File: config.mk
export PLATFORM = sky130hd
export DESIGN_NAME = mem_access_stage
export DESIGN_NICKNAME = d
export VERILOG_FILES = /design/src/rtl/mem_access_stage.sv
export SDC_FILE = /design/constraint.sdc
export NUM_CORES = 1
export LEC_CHECK = 0
export ABC_AREA = 1
export CORE_AREA = 2 2 117 119
export CTS_BUF_LIST = sky130_fd_sc_hd__clkbuf_8
export DETAILED_ROUTE_END_ITERATION = 6
export DIE_AREA = 0 0 119 121
export GPL_TIMING_DRIVEN = 0
export PLACE_DENSITY = 0.78
export SYNTH_ARGS = -nofsm -noshare
export SYNTH_HDL_FRONTEND = slang
export SYNTH_SLANG_ARGS = --single-unit
File: constraint.sdc
create_clock -name clk -period 3.25 [get_ports clk]
set_clock_uncertainty 0.2 [all_clocks]
set_input_delay 0.325 -clock clk [delete_from_list [all_inputs] [get_ports clk]]
set_output_delay 0.325 -clock clk [all_outputs]
set_load 0.02 [all_outputs]
File: src/rtl/mem_access_stage.sv
// Memory-access pipeline stage: runs one req/ack data-bus transaction per
// aligned load/store and returns the lane-selected, extended load result.
module mem_access_stage #(
    parameter int unsigned TIMEOUT = 16
) (
    input  logic        clk,
    input  logic        rst,
    input  logic [2:0]  memlen_i,
    input  logic [1:0]  memwe_i,
    input  logic [32:0] aluout_i,
    input  logic [32:0] rd2_i,
    output logic [32:0] memrd_o,
    output logic        stall_o,
    output logic        misalign_o,
    output logic        buserr_o,
    output logic        bus_req,
    output logic        bus_we,
    output logic [31:0] bus_addr,
    output logic [3:0]  bus_be,
    output logic [31:0] bus_wdata,
    input  logic [31:0] bus_rdata,
    input  logic        bus_ack
);

    localparam int unsigned CNT_W = 8;

    typedef enum logic [1:0] {IDLE, BUSY, DONE} state_e;

    state_e             state_q, state_d;
    logic [CNT_W-1:0]   cnt_q, cnt_d;
    logic [2:0]         len_q, len_d;
    logic [1:0]         addr_lo_q, addr_lo_d;
    logic [32:0]        memrd_q, memrd_d;
    logic               req_q, req_d;
    logic               we_q, we_d;
    logic [31:0]        addr_q, addr_d;
    logic [3:0]         be_q, be_d;
    logic [31:0]        wdata_q, wdata_d;
    logic               buserr_q, buserr_d;

    logic               access_c;
    logic               misalign_c;
    logic [3:0]         be_c;
    logic [31:0]        wdata_c;
    logic               unused_bits;

    assign unused_bits = ^{memwe_i[1], aluout_i[32], rd2_i[32]};

    // Select the addressed lane, then sign- or zero-extend it.
    function automatic logic [31:0] fmt_load(input logic [31:0] d,
                                             input logic [2:0]  len,
                                             input logic [1:0]  a);
        logic [7:0]  b;
        logic [15:0] h;
        logic [31:0] r;
        case (a)
            2'd0:    b = d[7:0];
            2'd1:    b = d[15:8];
            2'd2:    b = d[23:16];
            default: b = d[31:24];
        endcase
        h = a[1] ? d[31:16] : d[15:0];
        case (len[1:0])
            2'd1:    r = len[2] ? {24'b0, b} : {{24{b[7]}}, b};
            2'd2:    r = len[2] ? {16'b0, h} : {{16{h[15]}}, h};
            default: r = d;
        endcase
        return r;
    endfunction

    assign access_c   = (memlen_i[1:0] != 2'd0);
    assign misalign_c = ((memlen_i[1:0] == 2'd2) && aluout_i[0]) ||
                        ((memlen_i[1:0] == 2'd3) && (aluout_i[1:0] != 2'd0));

    always_comb begin
        be_c    = 4'b1111;
        wdata_c = rd2_i[31:0];
        case (memlen_i[1:0])
            2'd1: begin
                be_c    = 4'b0001 << aluout_i[1:0];
                wdata_c = {4{rd2_i[7:0]}};
            end
            2'd2: begin
                be_c    = 4'b0011 << aluout_i[1:0];
                wdata_c = {2{rd2_i[15:0]}};
            end
            default: ;
        endcase
    end

    assign stall_o    = (state_q == BUSY) ||
                        ((state_q == IDLE) && access_c && !misalign_c);
    assign misalign_o = misalign_c;

    // Next-state and registered-output logic.
    always_comb begin
        state_d   = state_q;
        cnt_d     = cnt_q;
        len_d     = len_q;
        addr_lo_d = addr_lo_q;
        memrd_d   = memrd_q;
        req_d     = req_q;
        we_d      = we_q;
        addr_d    = addr_q;
        be_d      = be_q;
        wdata_d   = wdata_q;
        buserr_d  = 1'b0;
        case (state_q)
            IDLE: begin
                if (access_c && misalign_c) begin
                    memrd_d = '0;
                end else if (access_c) begin
                    req_d     = 1'b1;
                    we_d      = memwe_i[0];
                    addr_d    = {aluout_i[31:2], 2'b00};
                    be_d      = be_c;
                    wdata_d   = wdata_c;
                    len_d     = memlen_i;
                    addr_lo_d = aluout_i[1:0];
                    cnt_d     = '0;
                    state_d   = BUSY;
                end
            end
            BUSY: begin
                if (bus_ack) begin
                    req_d   = 1'b0;
                    state_d = DONE;
                    if (!we_q) begin
                        memrd_d = {1'b0, fmt_load(bus_rdata, len_q, addr_lo_q)};
                    end
                end else if (cnt_q == CNT_W'(TIMEOUT - 1)) begin
                    req_d    = 1'b0;
                    memrd_d  = '0;
                    buserr_d = 1'b1;
                    state_d  = DONE;
                end else begin
                    cnt_d = cnt_q + CNT_W'(1);
                end
            end
            DONE:    state_d = IDLE;
            default: state_d = IDLE;
        endcase
    end

    always_ff @(posedge clk or negedge rst) begin
        if (!rst) begin
            state_q   <= IDLE;
            cnt_q     <= '0;
            len_q     <= '0;
            addr_lo_q <= '0;
            memrd_q   <= '0;
            req_q     <= 1'b0;
            we_q      <= 1'b0;
            addr_q    <= '0;
            be_q      <= '0;
            wdata_q   <= '0;
            buserr_q  <= 1'b0;
        end else begin
            state_q   <= state_d;
            cnt_q     <= cnt_d;
            len_q     <= len_d;
            addr_lo_q <= addr_lo_d;
            memrd_q   <= memrd_d;
            req_q     <= req_d;
            we_q      <= we_d;
            addr_q    <= addr_d;
            be_q      <= be_d;
            wdata_q   <= wdata_d;
            buserr_q  <= buserr_d;
        end
    end

    assign memrd_o   = memrd_q;
    assign bus_req   = req_q;
    assign bus_we    = we_q;
    assign bus_addr  = addr_q;
    assign bus_be    = be_q;
    assign bus_wdata = wdata_q;
    assign buserr_o  = buserr_q;

endmodule

==> impl_metrics.yaml <==
timing:
  fin_crit_sh_pct: 92.1
  timing.setup.tns_ns: 0
  hold_viol: 0
  slew_viol_final: 0
  fmaxAchievable_mhz: 334
  setup_viol: 0
  final_worst_path_setup_slack_ns: 0.258
  grt_setup_unrepaired: "no"
  finalWorstPathRequiredPeriod_ns: 2.99
power_and_ir_drop:
  irDropWorstVdd_v: 0.000484
  leakagePower_uw: 0.00410
  power_density_nw_per_um2: 980
clocking:
  clkLatencyLatePin_ns: 0.43
  tritoncts_num_sinks: 116
  worst_setup_hold_path_clk_slew_ns: 0.07
  cts_tree: "built"
  cts_buffer_depth: 2
  root_buffer: "sky130_fd_sc_hd__clkbuf_8"
  cts_buffers: 17
  cts-htree-levels: 4
  post_cts_setup_buffer_count: 0
drt:
  drt_drc_violations_left: 0
  drt_first_pass_iters: 5
  drt_wl_total_um: 17500
  drt_first_iter_violations: 418
  route.antenna.remaining_nets: 0
  avgRoutedWirePerCell_um: 14.9
  vias_post_dr: 5827
  drt-vias-per-instance: 4.97
flow_run:
  maxCapViolations: 0
yosys:
  synth_adder_area_share_pct: 1.51
  synth.lib_cells_used.distinct: 27
  synth_top_family_by_area: "simple AND/OR/NAND/NOR gates"
  synthesis.yosys.warnings: 0
  synthMuxAreaShare_pct: 0
  synth_simple_gate_area_share_pct: 30.9
  synth_xor_xnor_area_share_pct: 0.302
  synth_area_um2: 5810
  cell_count_after_synthesis: 755
  synth_compound_area_share_pct: 10.9
  synth.ff_latch_count: 116
  syn-mean-instance-area_um2: 7.69
  ys_seq_area_share_pct: 50.0
critical_path:
  top_cell_family_by_delay_on_the_critical_path: "buffers and inverters"
  worstPathMaxFanout: 10
  worst_path_max_delay_cell: "sky130_fd_sc_hd__clkdlybuf4s50_1"
  worstPathCellList: "clkdlybuf4s50_1 > inv_1 > ha_1 > nand2_1 > nand4_2 > buf_4 > buf_4 > buf_4 > nand2_1 > dlygate4sd2_1"
  cpMostUsedCell: "sky130_fd_sc_hd__buf_4"
  crit_cells: 10
  logic_depth_of_the_worst_register_to_register_path: 9
  cp_slowest_stage_delay_ns: 0.51
  critical_path.reg2reg.endpoint: "memrd_o[4]$_DFFE_PN0P_"
  regToRegStartpoint: "len_q[0]$_DFFE_PN0P_"
  timing.critical_path.from_type: "input pin"
  worstPathArrival_ns: 2.47
  critPathBufInv: 6
  setup.worst_path.class: "input pin to primary output"
  regToRegSetupSlack_ns: 1.08
  timing.critical_path.to_type: "primary output"
  worst-endpoint-required_ns: 2.72
run_status:
  outcome: "complete, no violations"
grt:
  gr-usage-all-layers_pct: 25.2
  grt.overflow.total: 0
  grt_pass1_vias: 5785
  grt_pass1_wl_um: 28600
  grt_max_degree: 95
  grt_antenna_before_repair: 0
floorplanning:
  fp.dieH_um: 121
  core-area_um2: 13100
  pin_count: 212
  initial_utilization_pct: 44.4
  die_area_um2: 14400
  die_x_um: 119
  std_cell_rows: 42
placed_design:
  buffer_ports.inserted: 205
  dp_cells: 1139
  place_ws_ns: -0.0135
  detailed_place_hpwl_um: 13000
  gp_routability_congestion: 0.984
layout:
  layout.cells.most_common_list: "sky130_fd_sc_hd__nand2_1 (318), sky130_fd_sc_hd__clkdlybuf4s50_1 (203), sky130_fd_sc_hd__dfrtp_1 (116)"
  stdcell_count: 1172
  nNetsFinal: 1096
  layout-area-overhead-vs-synth_pct: 47.1
  finish.utilization_pct: 65.3
  layout-drive-gt1-share_pct: 8.94
  nFillCells: 1071
  layout.cells.most_common: "sky130_fd_sc_hd__nand2_1"
  ant_diodes: 0
worst_hold_path:
  min-delay-path-class: "input pin to async pin"
worst reg2reg max path: cells and delay by family, from the launching register on:
family,cells,cell delay [ns]
AOI/OAI and AO/OA,1,0.23
adders and majority gates,1,0.28
DFF,1,0.37
buffers and inverters,4,0.79
and+or+nand+nor,3,0.24
state kept, by name, indices dropped and copies added (netlist names):
| name | flops |
|---|---|
| state_q | 2 |
| bus_we | 1 |
| memrd_o | 32 |
| bus_req | 1 |
| addr_lo_q | 2 |
| len_q | 3 |
| cnt_q | 8 |
| bus_addr | 30 |
| bus_wdata | 32 |
| bus_be | 4 |
| buserr_o | 1 |
through the flow:
step / total power [uW] / hold WS [ns] / cell area [um2]
3_3_place_gp: 6950 / 0.258 / 8090
6_report: 8370 / 0.107 / 8540
2_1_floorplan: 5000 / -0.171 / 5810
4_1_cts: 8410 / 0.0953 / 8540
3_5_place_dp: 6990 / -0.00908 / 8120
5_1_grt: 8960 / 0.118 / 8540
worst max path at each step:
| stage | startpoint | end | slack, ns |
|---|---|---|---|
| after CTS | memlen_i[0] | stall_o | 0.25 |
| after detailed placement | memlen_i[0] | stall_o | -0.01 |
| after global routing | memlen_i[0] | stall_o | 0.09 |
| final | memlen_i[0] | stall_o | 0.26 |
| after global placement | rst | bus_addr[5]$_DFFE_PN0P_ | -2.83 |
| after floorplan | memlen_i[0] | stall_o | 1.25 |
area by class of cell:
type / instances / area, um2 / share of cell area, %
Inverter: 39 / 146 / 1.71
Tap cell: 176 / 220 / 2.58
Multi-Input combinational cell: 561 / 2540 / 29.8
Timing Repair Buffer: 207 / 2090 / 24.5
Sequential cell: 116 / 2900 / 34.0
Clock inverter: 11 / 128 / 1.49
Clock buffer: 21 / 289 / 3.38
Buffer: 41 / 221 / 2.59
where the power goes:
part / switching [uW] / internal [uW]
logic: 2640 / 1900
clock network: 608 / 763
registers: 382 / 2080
total: 3630 / 4740
cell families (layout without fill, tap and decap cells):
kind of cell / count (synthesis) / count (layout)
AO/OA/AOI/OAI: 120 / 120
XOR/XNOR: 2 / 2
adder cells (fa/ha/maj): 7 / 7
buffers and inverters: 80 / 319
flip-flops: 116 / 116
other: 1 / 3
AND/OR/NAND/NOR: 429 / 429
per-layer routing:
layer / part of all wire, % / GRT usage (%) / routed length, um
met5: 0 / 0 / 0
met1: 43 / 31.9 / 7480
met2: 45 / 40.4 / 7950
met3: 9.6 / 8.13 / 1680
met4: 2.2 / 9.60 / 380
synth_stat cells, drive strengths merged:
master,count,area share [%]
conb,1,0.065
a21o,1,0.13
buf,26,2.8
a21oi,37,3.2
dfrtp,116,50
nand4,1,0.22
ha,7,1.5
nand2,319,21
o21ai,70,6.1
inv,39,2.5
nand3b,2,0.26
clkbuf,15,0.97
xor2,2,0.30
o211ai,9,1.2
or2,19,2.0
nand3,56,5.4
a31oi,3,0.32
nor2,32,2.3
timing repair:
| item | in CTS | in global routing |
|---|---|---|
| hold buffers | 1 | 0 |
| endpoints found under the setup margin | 1 | 0 |
| hold endpoints to repair | 116 | 0 |
| gates resized for setup | 1 | 0 |
Power figures use the tool's default switching activity.
